## src/rtl/alu_reservation_station.sv

```systemverilog
// -----------------------------------------------------------------------------
// alu_reservation_station
//
// Purpose:
//   ALU reservation station bank for a Tomasulo-style LC-3b datapath. It holds
//   dispatched ALU operations until both source operands are available. It
//   snoops the common data bus (CDB) for pending operands. It issues the
//   lowest-index ready entry to a single-cycle 16-bit ALU. The result sits in a
//   CDB-formatted output register until the downstream CDB arbiter grants the
//   bus, which it signals with 'flush'.
//
// CDB bus format (packed, MSB first): { valid, tag[TAG_W-1:0], data[15:0] }
//
// Ports:
//   clk             in   clock; all state updates on the rising edge
//   reset           in   asynchronous, active-high; clears all state
//   dispatch_valid  in   dispatch request this cycle
//   dispatch_op     in   ALU op (000 ADD, 001 AND, 010 NOT, 011 PASS, 100 LSHF,
//                        101 RSHFL, 110 RSHFA, 111 PASS)
//   dispatch_vj/vk  in   operand values, used when the matching ready bit is 1
//   dispatch_qj/qk  in   producer ROB tags, used when the matching ready bit is 0
//   dispatch_rj/rk  in   operand-ready flags
//   dispatch_dest   in   destination ROB tag
//   full            out  all DEPTH entries busy (combinational from busy bits)
//   cdb_in          in   CDB broadcast from the arbiter output
//   flush           in   arbiter grant; the result register has been consumed
//   cdb_out         out  registered result toward the arbiter
// -----------------------------------------------------------------------------
module alu_reservation_station #(
    parameter int DEPTH = 3,
    parameter int TAG_W = 3
) (
    input  logic               clk,
    input  logic               reset,
    input  logic               dispatch_valid,
    input  logic [2:0]         dispatch_op,
    input  logic [15:0]        dispatch_vj,
    input  logic [15:0]        dispatch_vk,
    input  logic [TAG_W-1:0]   dispatch_qj,
    input  logic [TAG_W-1:0]   dispatch_qk,
    input  logic               dispatch_rj,
    input  logic               dispatch_rk,
    input  logic [TAG_W-1:0]   dispatch_dest,
    output logic               full,
    input  logic [TAG_W+16:0]  cdb_in,
    input  logic               flush,
    output logic [TAG_W+16:0]  cdb_out
);

    localparam int IDX_W = (DEPTH > 1) ? $clog2(DEPTH) : 1;

    // ALU opcode encodings
    localparam logic [2:0] OP_ADD   = 3'b000;
    localparam logic [2:0] OP_AND   = 3'b001;
    localparam logic [2:0] OP_NOT   = 3'b010;
    localparam logic [2:0] OP_PASS  = 3'b011;
    localparam logic [2:0] OP_LSHF  = 3'b100;
    localparam logic [2:0] OP_RSHFL = 3'b101;
    localparam logic [2:0] OP_RSHFA = 3'b110;

    // Single-cycle 16-bit ALU; arithmetic wraps, shift amount is Vk[3:0].
    // Op 111 is unused by the decoder and behaves as PASS.
    function automatic logic [15:0] alu_calc(
        input logic [2:0]  op,
        input logic [15:0] a,
        input logic [15:0] b
    );
        logic [3:0]  sh;
        logic [15:0] res;
        sh = b[3:0];
        case (op)
            OP_ADD:   res = a + b;
            OP_AND:   res = a & b;
            OP_NOT:   res = ~a;
            OP_PASS:  res = b;
            OP_LSHF:  res = a << sh;
            OP_RSHFL: res = a >> sh;
            OP_RSHFA: res = $unsigned($signed(a) >>> sh);
            default:  res = b;
        endcase
        return res;
    endfunction

    // ---------------------------------------------------------------------
    // Station entry state
    // ---------------------------------------------------------------------
    logic             r_busy [DEPTH];
    logic [2:0]       r_op   [DEPTH];
    logic [15:0]      r_vj   [DEPTH];
    logic [15:0]      r_vk   [DEPTH];
    logic [TAG_W-1:0] r_qj   [DEPTH];
    logic [TAG_W-1:0] r_qk   [DEPTH];
    logic             r_rj   [DEPTH];
    logic             r_rk   [DEPTH];
    logic [TAG_W-1:0] r_dest [DEPTH];

    // Result register (CDB formatted)
    logic             r_res_valid;
    logic [TAG_W-1:0] r_res_tag;
    logic [15:0]      r_res_data;

    // ---------------------------------------------------------------------
    // Combinational decode
    // ---------------------------------------------------------------------
    logic             w_cdb_valid;
    logic [TAG_W-1:0] w_cdb_tag;
    logic [15:0]      w_cdb_data;

    assign w_cdb_valid = cdb_in[TAG_W+16];
    assign w_cdb_tag   = cdb_in[TAG_W+15:16];
    assign w_cdb_data  = cdb_in[15:0];

    logic             w_full;
    logic             w_free_found;
    logic [IDX_W-1:0] w_free_idx;
    logic             w_ready_any;
    logic [IDX_W-1:0] w_issue_idx;
    logic             w_dispatch;
    logic             w_issue;
    logic [15:0]      w_alu_result;
    logic             w_byp_j;
    logic             w_byp_k;

    // Full flag and lowest-index free entry; a downward scan leaves the lowest hit
    always_comb begin
        w_full       = 1'b1;
        w_free_found = 1'b0;
        w_free_idx   = '0;
        for (int i = DEPTH - 1; i >= 0; i--) begin
            if (!r_busy[i]) begin
                w_full       = 1'b0;
                w_free_found = 1'b1;
                w_free_idx   = IDX_W'(i);
            end else begin
                w_full = w_full;
            end
        end
    end

    // Lowest-index ready entry; readiness reflects only state at cycle start,
    // so operands snooped this cycle do not make an entry ready until the next
    always_comb begin
        w_ready_any = 1'b0;
        w_issue_idx = '0;
        for (int i = DEPTH - 1; i >= 0; i--) begin
            if (r_busy[i] && r_rj[i] && r_rk[i]) begin
                w_ready_any = 1'b1;
                w_issue_idx = IDX_W'(i);
            end else begin
                w_ready_any = w_ready_any;
            end
        end
    end

    assign full = w_full;

    // Dispatch only looks at full at cycle start: an entry freed by an issue
    // in the same cycle is not reused until the following cycle.
    assign w_dispatch = dispatch_valid && !w_full && w_free_found;

    // Issue needs an empty result register, or one being drained this cycle
    assign w_issue = w_ready_any && (!r_res_valid || flush);

    assign w_alu_result = alu_calc(r_op[w_issue_idx], r_vj[w_issue_idx], r_vk[w_issue_idx]);

    // Dispatch-cycle bypass: an operand whose producer broadcasts right now
    // is captured directly instead of waiting for a snoop that would miss it
    assign w_byp_j = !dispatch_rj && w_cdb_valid && (dispatch_qj == w_cdb_tag);
    assign w_byp_k = !dispatch_rk && w_cdb_valid && (dispatch_qk == w_cdb_tag);

    // ---------------------------------------------------------------------
    // Sequential state
    // ---------------------------------------------------------------------

    // Entry table: snoop capture, issue release and dispatch allocation
    always_ff @(posedge clk or posedge reset) begin
        if (reset) begin
            for (int i = 0; i < DEPTH; i++) begin
                r_busy[i] <= 1'b0;
                r_op[i]   <= 3'b000;
                r_vj[i]   <= 16'h0000;
                r_vk[i]   <= 16'h0000;
                r_qj[i]   <= '0;
                r_qk[i]   <= '0;
                r_rj[i]   <= 1'b0;
                r_rk[i]   <= 1'b0;
                r_dest[i] <= '0;
            end
        end else begin
            // One broadcast can satisfy both operands of many entries
            for (int i = 0; i < DEPTH; i++) begin
                if (r_busy[i] && w_cdb_valid) begin
                    if (!r_rj[i] && (r_qj[i] == w_cdb_tag)) begin
                        r_vj[i] <= w_cdb_data;
                        r_rj[i] <= 1'b1;
                    end
                    if (!r_rk[i] && (r_qk[i] == w_cdb_tag)) begin
                        r_vk[i] <= w_cdb_data;
                        r_rk[i] <= 1'b1;
                    end
                end
            end

            if (w_issue) begin
                r_busy[w_issue_idx] <= 1'b0;
            end

            // The allocated entry is free at cycle start, so it never
            // collides with the issuing entry or with a snoop update
            if (w_dispatch) begin
                r_busy[w_free_idx] <= 1'b1;
                r_op[w_free_idx]   <= dispatch_op;
                r_qj[w_free_idx]   <= dispatch_qj;
                r_qk[w_free_idx]   <= dispatch_qk;
                r_dest[w_free_idx] <= dispatch_dest;
                r_rj[w_free_idx]   <= dispatch_rj | w_byp_j;
                r_rk[w_free_idx]   <= dispatch_rk | w_byp_k;
                r_vj[w_free_idx]   <= w_byp_j ? w_cdb_data : dispatch_vj;
                r_vk[w_free_idx]   <= w_byp_k ? w_cdb_data : dispatch_vk;
            end
        end
    end

    // Result register: a new issue wins over flush, flush alone empties it
    always_ff @(posedge clk or posedge reset) begin
        if (reset) begin
            r_res_valid <= 1'b0;
            r_res_tag   <= '0;
            r_res_data  <= 16'h0000;
        end else if (w_issue) begin
            r_res_valid <= 1'b1;
            r_res_tag   <= r_dest[w_issue_idx];
            r_res_data  <= w_alu_result;
        end else if (flush) begin
            r_res_valid <= 1'b0;
            r_res_tag   <= '0;
            r_res_data  <= 16'h0000;
        end else begin
            r_res_valid <= r_res_valid;
            r_res_tag   <= r_res_tag;
            r_res_data  <= r_res_data;
        end
    end

    assign cdb_out = {r_res_valid, r_res_tag, r_res_data};

endmodule

```

## config.mk

```make
export PLATFORM = sky130hd
export DESIGN_NAME = alu_reservation_station
export DESIGN_NICKNAME = d
export VERILOG_FILES = /design/src/rtl/alu_reservation_station.sv
export SDC_FILE = /design/constraint.sdc
export NUM_CORES = 1
export LEC_CHECK = 0
export ABC_AREA = 1
export BUFFER_PORTS_ARGS = -buffer_cell sky130_fd_sc_hd__buf_4
export CAP_MARGIN = 20
export CORE_ASPECT_RATIO = 0.8
export CORE_MARGIN = 10
export CORE_UTILIZATION = 62
export DETAILED_ROUTE_END_ITERATION = 16
export PLACE_DENSITY = 0.82
export SLEW_MARGIN = 15
export SYNTH_ARGS = -nofsm -noshare
export SYNTH_HDL_FRONTEND = slang
export SYNTH_SLANG_ARGS = --single-unit
```

## constraint.sdc

```tcl
create_clock -name clk -period 5.7 [get_ports clk]
set_input_delay 0.285 -clock clk [delete_from_list [all_inputs] [get_ports clk]]
set_output_delay 0.285 -clock clk [all_outputs]
set_load 0.01 [all_outputs]
```

==> results_dict.tcl, run 1 <==
set metrics [dict create \
    setup_viol 0 \
    finalClockSkew_ns 0.01616 \
    drtIter0Drc 2221 \
    routed_wl_um 43270 \
    cts_tree "done" \
    grt_util_met2_pct 46.55 \
    drtPass1Iterations 6 \
    drive_gt1_share_pct 12.84 \
    place.gp.congestion 1.057 \
    hold_viol_final 0 \
    cts_inserted_buffers 17 \
    cp_max_fo 43 \
    slew_headroom_pct 26.01 \
    n_antenna_cell 0 \
    grt-busiest-layer "met1" \
    grt_pass1_vias 11600 \
    max_cap_violations 0 \
    antenna_found_initial 0 \
    ant_nets 0 \
    floorplan.rows 44 \
    vias_per_cell 6.280 \
    vias 12890 \
    slowest_delay_ns 0.66 \
    drc 0 \
    io_pins 91 \
    synth_cells 1751 \
    yosysSeqAreaShare_pct 34.41 \
    cts_resized 0 \
    synthToLayoutAreaGrowth_pct 11.22 \
    min_period_ns 4.497 \
    critPathRequiredTime_ns 6.04 \
    cp.arrival_ns 4.83 \
    yosys_warnings 0 \
    worstPathCellList "nand2_2 > nor2_8 > nand2_4 > nand2_1 > nand3_1 > nand2_1 > ha_1 > inv_1 > fa_1 > o21ai_0 > nand3_1 > nand2_1 > nand3_1 > nand2_1 > nand2_1 > nand2_1 > nor2_1 > nor2_1 > nand3_1 > nand2_1 > nand2_1" \
    clock_sinks 161 \
    synth.net_count 1839 \
    groute.usage.overall_pct 33.90 \
    startpoint_type "register" \
    final_cell_area_mm2 0.01302 \
    syn_area_per_cell_um2 6.686 \
    post-route-period-util_pct 78.89 \
    crit_path_top_delay_cell "dfrtp_1" \
    path_clk_slew_ns 0.07 \
    grt_pass1_wl_um 66060 \
    status "finished, final reports clean" \
    nets 1874 \
    fp.dieH_um 142.9 \
    setup_tns_ns 0 \
    cts-root-buf "clkbuf_16" \
    met1_usage_pct 48.12 \
    tightest_slew_ns 1.109 \
    synth_seq_cells 161 \
    clk_latency_ns 0.45 \
    htree_num_levels 4 \
    path_class "register to register" \
    fmax_mhz 222.4 \
    use_met3_pct 12.75 \
    cp-end-kind "register" \
    placed_area_mm2 0.01237 \
    numPortBuffers 90 \
    initial_core_util_pct 63.86 \
    mappedNetlistArea_mm2 0.01171 \
    grt_start_max_net_pins 69 \
    grt.overflow.total 0 \
    drv_slew 0 \
    hold_class "input pin to register" \
    dp_hpwl_um 31490 \
    path_common_cell "nand2_1" \
    dieArea_mm2 0.02481 \
    setup_slack_ns 1.203 \
    synth_cell_type_count 45 \
    cts_buffer_depth 2 \
    pre_cts_ws_ns 1.424 \
    grt_setup_unrepaired "no" \
    nFillCells 1577 \
    die_w_um 173.6 \
    routedWlPerCell_um 21.09 \
    core_mm2 0.01833 \
]
-- cells in the final DEF, fill, tap and decap left out, drive strengths merged, types with 12 or more instances in the layout --
master,Yosys,final
o21ai,242,242
nand2,578,578
clkbuf,48,17
o22ai,14,14
nand3,172,172
nor2,132,132
o211ai,79,79
inv,166,171
ha,17,17
a21oi,35,35
buf,46,109
xnor2,12,12
dfrtp,161,161
-- metrics by stage --
stage | utilization, % | hold slack, ns | instances
6_report | 71.03 | 0.09854 | 2052
5_1_grt | 71.03 | 0.1161 | 2052
4_1_cts | 71.03 | 0.09519 | 2052
3_5_place_dp | 67.49 | 0.3701 | 2019
3_3_place_gp | 67.49 | 0.3637 | 2019
2_1_floorplan | - | 0.4060 | 1751
-- repair_timing --
action / 4_1_cts / 5_1_grt
buffers inserted: 0 / 0
hold buffers: 1 / 0
endpoints found under the setup margin: 0 / 0
endpoints found under the hold margin: 51 / 0
-- layer usage --
metal / up-vias / wire [um] / share of wire (%)
li1: 5831 / - / -
met1: 5920 / 17780 / 41
met2: 1020 / 17160 / 40
met3: 116 / 7079 / 16
met4: 0 / 1249 / 2.9
met5: - / 0 / 0
-- cell usage after synthesis, drive strengths merged --
cell,instances,share of area [%]
a2111o,1,0.096
a2111oi,1,0.075
a21boi,1,0.064
a21oi,35,1.8
a22oi,3,0.19
a311oi,1,0.075
a31oi,4,0.21
buf,46,2.7
clkbuf,48,1.5
clkinv,1,0.032
dfrtp,161,34
fa,1,0.17
ha,17,1.8
inv,166,5.3
nand2,578,19
nand3,172,7.8
nand3b,4,0.26
nand4,9,0.48
nor2,132,5.3
nor3,7,0.30
o2111ai,2,0.15
o211ai,79,5.1
o21a,1,0.064
o21ai,242,11
o21bai,3,0.19
o22ai,14,0.75
or2,7,0.37
xnor2,12,0.90
xor2,3,0.22
-- kinds of logic (layout without fill, tap and decap cells) --
logic type | after synthesis | in the layout | share of synthesized area, %
fa+ha+maj | 18 | 18 | 1.988
xor+xnor | 15 | 15 | 1.122
simple gates | 909 | 909 | 33.64
flops | 161 | 161 | 34.41
buf+inv | 261 | 309 | 9.576
compound gates | 387 | 387 | 19.26
-- state kept, by name, indices dropped and copies added (netlist names) --
register,flops
r_vj,48
r_vk,48
r_res_data,16
r_dest,9
r_op,9
r_qj,9
r_qk,9
r_busy,3
r_res_tag,3
r_rj,3
r_rk,3
r_res_valid,1
-- final timing paths --
path / start / endpoint / slack, ns / cells after the start
worst max-delay path: r_rj[1]$_DFF_PP0_ / r_res_data[8]$_DFFE_PP0P_ / 1.20 / 21
worst min-delay path: dispatch_op[0] / r_op[0]$_DFFE_PP0P_ / 0.1 / 3
worst max register to register: r_rj[1]$_DFF_PP0_ / r_res_data[8]$_DFFE_PP0P_ / 1.20 / 21
worst min register to register: r_res_data[15]$_DFFE_PP0P_ / r_res_data[15]$_DFFE_PP0P_ / 0.49 / 2
max in group asynchronous: reset / r_vk[6]$_DFF_PP0_ / 3.99 / 4
min in group asynchronous: reset / r_qj[0]$_DFFE_PP0P_ / 0.44 / 3
-- final cells by class --
type | instances | area [um^2] | area share (%)
clock buffer | 17 | 425.4 | 3.267
timing repair buffer | 110 | 828.3 | 6.361
sequential | 161 | 4029 | 30.94
inverter | 167 | 631.9 | 4.853
tap | 253 | 316.6 | 2.431
multi-input combinational | 1329 | 6578 | 50.51
clock inverter | 15 | 212.7 | 1.634
-- worst max-delay path: cells and delay by family (launching register included) --
family          cells  cell delay (ns)
simple gates       17             2.36
fa+ha+maj           2             0.86
flops               1             0.66
compound gates      1             0.36
buf+inv             1             0.12
Power of run 1 is left out: the tool's default activity adds up to more than one toggle a clock period on the data nets, which glitch-free logic cannot reach.
==> run 2: changes to the inputs <==
--- a/config.mk
+++ b/config.mk
@@ -5,14 +5,14 @@
 export SDC_FILE = /design/constraint.sdc
 export NUM_CORES = 1
 export LEC_CHECK = 0
-export ABC_AREA = 1
+export ABC_AREA = 0
 export BUFFER_PORTS_ARGS = -buffer_cell sky130_fd_sc_hd__buf_4
 export CAP_MARGIN = 20
 export CORE_ASPECT_RATIO = 0.8
 export CORE_MARGIN = 10
-export CORE_UTILIZATION = 62
+export CORE_UTILIZATION = 55
 export DETAILED_ROUTE_END_ITERATION = 16
-export PLACE_DENSITY = 0.82
+export PLACE_DENSITY = 0.77
 export SLEW_MARGIN = 15
 export SYNTH_ARGS = -nofsm -noshare
 export SYNTH_HDL_FRONTEND = slang
==> constraint.sdc (replaced) <==
create_clock -name clk -period 3.7 [get_ports clk]
set_input_delay 0.185 -clock clk [delete_from_list [all_inputs] [get_ports clk]]
set_output_delay 0.185 -clock clk [all_outputs]
set_load 0.01 [all_outputs]
==> run 2 against run 1 <==
Against the previous run:
- the run now ends with hold timing left
- cell area is 2.7% lower
- critical path depth is 5 lower
- register-to-register slack lost 1.0 ns
- synthesized cell count decreased by 28%
- cell count decreased by 20%
- routed wire length shrank 8.0%
- clock skew down 0.0060 ns
- sequential share of layout area is 0.87 points higher
- setup slack lost 1.0 ns
- critical path type unchanged
==> results_dict.tcl, run 2 <==
set metrics [dict create \
    critPathRequiredTime_ns 4.06 \
    yosys-top-cells-count "nor2_1, dfrtp_1, o22ai_1" \
    core_mm2 0.01892 \
    min_period_ns 3.534 \
    n_antenna_cell 0 \
    clock_sinks 161 \
    mappedNetlistArea_mm2 0.01055 \
    yosysSeqAreaShare_pct 38.18 \
    routed_wl_um 39790 \
    synth.net_count 1347 \
    tightest_slew_ns 0.9023 \
    synth-edff-count 0 \
    cp.arrival_ns 3.89 \
    largestRegisters "r_vj x48, r_vk x48, r_res_data x16" \
    groute.usage.overall_pct 31.11 \
    synthToLayoutAreaGrowth_pct 20.09 \
    r2r_slack_ns 0.17 \
    yosysTopAreaCell "dfrtp_1" \
    hold-worst-slack_ns -0.07175 \
    hold_class "input pin to async pin" \
    fmax_mhz 283.0 \
    routedWlPerCell_um 24.10 \
    slew_headroom_pct 39.85 \
    path_clk_slew_ns 0.08 \
    synth_seq_cells 161 \
    cts_tree "done" \
    post-route-period-util_pct 95.52 \
    fp.dieH_um 143.9 \
    vias_per_cell 6.715 \
    startpoint_type "register" \
    fin_util_pct 66.98 \
    floorplan.rows 45 \
    cts_buffer_depth 2 \
    drc 0 \
    initial_core_util_pct 55.77 \
    yosys_warnings 0 \
    grt.overflow.total 0 \
    final_common_cell "nor2_1" \
    dieArea_mm2 0.02516 \
    violations "hold timing" \
    max_cap_violations 0 \
    drtPass1Iterations 6 \
    antenna_found_initial 0 \
    layout_common_cells "nor2_1, buf_4, dfrtp_1" \
    drtIter0Drc 1548 \
    status "complete, but fails checks" \
    grt_start_max_net_pins 162 \
    synthTopCellsByArea "dfrtp_1, nor2_1, o22ai_1, nand2_1, mux2_2" \
    async_reset_ff_share_pct 100.0 \
    vias 11090 \
    place.gp.congestion 1.035 \
    dp_hpwl_um 28280 \
    synth_cells 1259 \
    htree_num_levels 4 \
    drive_gt1_share_pct 19.67 \
    setup_slack_ns 0.1658 \
    path_class "register to register" \
    synth_cell_type_count 80 \
    grt_pass1_wl_um 61540 \
    cts_inserted_buffers 17 \
    syn_area_per_cell_um2 8.381 \
    die_w_um 174.9 \
    cts-root-buf "clkbuf_16" \
    cp_max_fo 19 \
    pre_cts_ws_ns -0.01855 \
    setup_viol 0 \
    finalClockSkew_ns 0.01016 \
    hold_viol_final 13 \
    synthFlopType "dfrtp_1" \
    nets 1468 \
    synth_top_cell_area_share_pct 38.18 \
    yosysMostFrequentCell "nor2_1" \
    clk_latency_ns 0.44 \
    numPortBuffers 90 \
    ant_nets 0 \
    grt_pass1_vias 10550 \
    cp-end-kind "register" \
    grt_setup_unrepaired "yes" \
    drv_slew 0 \
    io_pins 91 \
]
[run 2: changes by cell type in the layout (fill, tap and decap cells not counted), moves of 20 or more]
| cell | change |
|---|---|
| buf_4 | +55 |
| mux2i_1 | +30 |
| dlygate4sd3_1 | +25 |
| nand2_1 | -442 |
| o211ai_1 | -65 |
| nor2_1 | +163 |
| nand4b_1 | +22 |
| o22ai_1 | +111 |
| xor2_1 | +20 |
| mux2_2 | +29 |
| a21oi_1 | +28 |
| o21ai_0 | -168 |
| nand3_1 | -146 |
| inv_1 | -141 |
[run 2: per-stage QoR]
stage | TNS [ns] | cells | hold slack [ns] | area (um^2)
2_1_floorplan | 0 | 1259 | 0.2904 | 10560
3_3_place_gp | 0 | 1592 | 0.3978 | 11720
3_5_place_dp | -0.01855 | 1592 | 0.4013 | 11720
4_1_cts | 0 | 1650 | 0.00008007 | 12600
5_1_grt | -0.1022 | 1651 | 0.005928 | 12670
6_report | 0 | 1651 | -0.07175 | 12670
[run 2: worst max-delay path, cell delays in order (launching register included)]
cell and delay [ns]:
dfrtp_1 0.48, nand3_1 0.22, buf_6 0.23, nand2_1 0.13, buf_4 0.21, o22ai_1 0.11
a21oi_1 0.22, ha_1 0.30, o21a_1 0.20, nor2_1 0.17, a21oi_1 0.09, a21boi_1 0.21
a21oi_1 0.11, o41ai_1 0.32, xnor2_1 0.17, a21oi_1 0.08, a32oi_1 0.21
[run 2: layer usage]
layer | up-vias | global-route usage, % | wire length (um)
li1 | 4869 | - | -
met1 | 5384 | 42.27 | 16770
met2 | 744 | 47.02 | 17450
met3 | 90 | 9.019 | 4561
met4 | 0 | 9.528 | 1011
met5 | - | 0 | 0
[run 2: final timing paths]
| kind | endpoint | from | cells after the start |
|---|---|---|---|
| min in group clk | r_vj[24]$_DFF_PP0_ | dispatch_vj[8] | 3 |
| setup / recovery | r_res_data[14]$_DFFE_PP0P_ | r_rj[1]$_DFF_PP0_ | 16 |
| hold reg to reg | r_dest[1]$_DFFE_PP0P_ | r_dest[1]$_DFFE_PP0P_ | 2 |
| max in group asynchronous | r_busy[1]$_DFF_PP0_ | reset | 3 |
| hold / removal | r_vj[13]$_DFF_PP0_ | reset | 3 |
| setup reg to reg | r_res_data[14]$_DFFE_PP0P_ | r_rj[1]$_DFF_PP0_ | 16 |
[run 2: area by class of cell]
| cell class | instances | area (um^2) |
|---|---|---|
| Clock inverter | 15 | 190.2 |
| Sequential cell | 161 | 4030 |
| Tap cell | 258 | 322.8 |
| Timing Repair Buffer | 195 | 1574 |
| Inverter | 14 | 61.31 |
| Clock buffer | 17 | 425.4 |
| Fill cell | 1616 | 6247 |
| Multi-Input combinational cell | 991 | 6067 |
[run 2: cells by family (layout without fill, tap and decap cells)]
kind of cell / count (synthesis) / after routing / share of synthesized area (%)
xor+xnor: 32 / 32 / 2.656
simple gates: 491 / 491 / 20.49
compound gates: 387 / 387 / 25.07
buf+inv: 107 / 241 / 4.886
mux: 63 / 63 / 6.510
fa+ha+maj: 18 / 18 / 2.206
flops: 161 / 161 / 38.18
[run 2: repair_timing]
action                                 in CTS  in global routing
hold buffers                               26                  0
endpoints found under the hold margin      34                  0
setup buffers                               0                  1
setup endpoints to repair                   1                  8
pin swaps                                   0                  2
gates resized for setup                     1                 12
Power of run 2 is left out for the same reason.
==> run 3: changes to the inputs <==
--- a/config.mk
+++ b/config.mk
@@ -7,12 +7,13 @@
 export LEC_CHECK = 0
 export ABC_AREA = 0
 export BUFFER_PORTS_ARGS = -buffer_cell sky130_fd_sc_hd__buf_4
-export CAP_MARGIN = 20
+export CELL_PAD_IN_SITES_DETAIL_PLACEMENT = 0
+export CELL_PAD_IN_SITES_GLOBAL_PLACEMENT = 1
 export CORE_ASPECT_RATIO = 0.8
 export CORE_MARGIN = 10
-export CORE_UTILIZATION = 55
+export CORE_UTILIZATION = 42
 export DETAILED_ROUTE_END_ITERATION = 16
-export PLACE_DENSITY = 0.77
+export PLACE_DENSITY_LB_ADDON = 0.1
 export SLEW_MARGIN = 15
 export SYNTH_ARGS = -nofsm -noshare
 export SYNTH_HDL_FRONTEND = slang
==> run 3 against run 2 <==
Against the previous run:
- the run still ends with hold timing left
- die area up 27%
- cell area increased by 3.0%
- routed wire length rose by 4.2%
- clock-buffer cell count rose by 6
- register-to-register slack better by 0.04 ns
- flip-flop and latch count unchanged
- maximum frequency increased by 1.0%
- highest routed layer unchanged
==> results_dict.tcl, run 3 (synthesis results as in run 2) <==
set metrics [dict create \
    status "complete, but fails checks" \
    violations "hold timing" \
    max_cap_violations 0 \
    cp.depth 15 \
    startpoint_type "register" \
    drtPass1Iterations 6 \
    drv_slew 0 \
    synthToLayoutAreaGrowth_pct 23.65 \
    fp.dieH_um 161.8 \
    setup_slack_ns 0.2016 \
    routed_wl_um 41470 \
    core_mm2 0.02450 \
    hold_class "input pin to async pin" \
    hold_viol_final 2 \
    vias 10760 \
    layout_common_cells "nor2_1, buf_4, dfrtp_1" \
    tightest_slew_ns 1.038 \
    floorplan.rows 51 \
    post-route-period-util_pct 94.55 \
    clk_latency_ns 0.45 \
    cp_max_fo 12 \
    cts_tree "done" \
    groute.usage.overall_pct 25.78 \
    setup_viol 0 \
    slowest_delay_ns 0.43 \
    grt.overflow.total 0 \
    nFillCells 2347 \
    critPathRequiredTime_ns 4.07 \
    n_antenna_cell 0 \
    final_cell_area_mm2 0.01305 \
    initial_core_util_pct 43.06 \
    grt_pass1_vias 10360 \
    clock_sinks 161 \
    dieArea_mm2 0.03190 \
    setup_tns_ns 0 \
    numPortBuffers 90 \
    place.gp.congestion 0.9829 \
    final_common_cell "nor2_1" \
    nets 1508 \
    cts-root-buf "clkbuf_16" \
    die_w_um 197.2 \
    fmax_mhz 285.8 \
    antenna_found_initial 0 \
    cts_buffer_depth 2 \
    htree_num_levels 4 \
    cp-end-kind "register" \
    rr_worst_depth 15 \
    placed_area_mm2 0.01200 \
    slew_headroom_pct 30.83 \
    worstPathCellList "nand3_2 > buf_4 > buf_4 > o31ai_1 > a2bb2oi_1 > ha_1 > o21a_1 > nor2_1 > a21oi_2 > a21boi_0 > a21oi_1 > o41ai_2 > xnor2_1 > a21oi_1 > a32oi_1" \
    routedWlPerCell_um 23.68 \
    drc 0 \
    grt_start_max_net_pins 162 \
    path_clk_slew_ns 0.07 \
    grt_pass1_wl_um 64130 \
    cts_inserted_buffers 17 \
    crit_buf_inv 2 \
    ant_nets 0 \
    io_pins 91 \
    drtIter0Drc 1251 \
    hold-worst-slack_ns -0.01363 \
    min_period_ns 3.498 \
    cp.arrival_ns 3.86 \
    drive_gt1_share_pct 21.28 \
    largestRegisters "r_vj x48, r_vk x48, r_res_data x16" \
    vias_per_cell 6.144 \
    critical_path.top_delay_family "compound AO/OA/AOI/OAI gates" \
    pre_cts_ws_ns 0.04666 \
    path_class "register to register" \
    dp_hpwl_um 30310 \
    finalClockSkew_ns 0.01386 \
    crit_path_top_delay_cell "o31ai_1" \
]
==> run 3: cell types whose count changed in the layout (fill, tap and decap cells not counted), moves of 3 or more <==
cell and change:
a21oi_1 -4, buf_4 +26, clkbuf_1 +3, clkinv_8 -6, a2bb2oi_2 +3, dlygate4sd3_1 +14
clkbuf_8 +3, a21oi_2 +4
==> run 3: path summary, 6_finish.rpt <==
check,slack [ns],start,endpoint
min in group clk,0.01,dispatch_vk[9],r_vk[9]$_DFF_PP0_
worst max register to register,0.20,r_rj[0]$_DFF_PP0_,r_res_data[14]$_DFFE_PP0P_
worst max-delay path,0.20,r_rj[0]$_DFF_PP0_,r_res_data[14]$_DFFE_PP0P_
worst min register to register,0.48,r_res_data[2]$_DFFE_PP0P_,r_res_data[2]$_DFFE_PP0P_
worst min-delay path,-0.01,reset,r_vj[22]$_DFF_PP0_
max in group asynchronous,3.02,reset,r_rj[1]$_DFF_PP0_
==> run 3: cell type report <==
class	count	area, um^2	area share (%)
timing repair buffer	235	1918	14.70
sequential	161	4030	30.89
multi-input combinational	991	6087	46.66
inverter	14	61.31	0.4699
tap	318	397.9	3.050
clock buffer	23	478.0	3.664
clock inverter	9	73.82	0.5658
==> run 3: worst min-delay path, stage by stage <==
cell and delay [ns]:
buf_4 0.12, clkinvlp_4 0.07, buf_12 0.61
==> run 3: routing by layer <==
metal / vias up / GRT usage, % / part of all wire (%)
li1: 4943 / - / -
met1: 5269 / 38.15 / 48
met2: 493 / 36.65 / 42
met3: 54 / 5.803 / 8.2
met4: 0 / 6.629 / 2.0
met5: - / 0 / 0
==> run 3: per-stage QoR <==
stage / instances / utilization, %
finish: 1751 / 53.24
global route: 1751 / 53.24
CTS: 1747 / 52.87
detailed placement: 1675 / 48.99
global placement: 1675 / 48.99
floorplan: 1259 / -
==> run 3: repair_timing <==
| action | 4_1_cts | 5_1_grt |
|---|---|---|
| hold buffers | 40 | 0 |
| resized for setup | 0 | 14 |
| setup endpoints to repair | 0 | 7 |
| buffers inserted | 0 | 4 |
| hold endpoints to repair | 95 | 0 |
Power of run 3 is left out for the same reason.
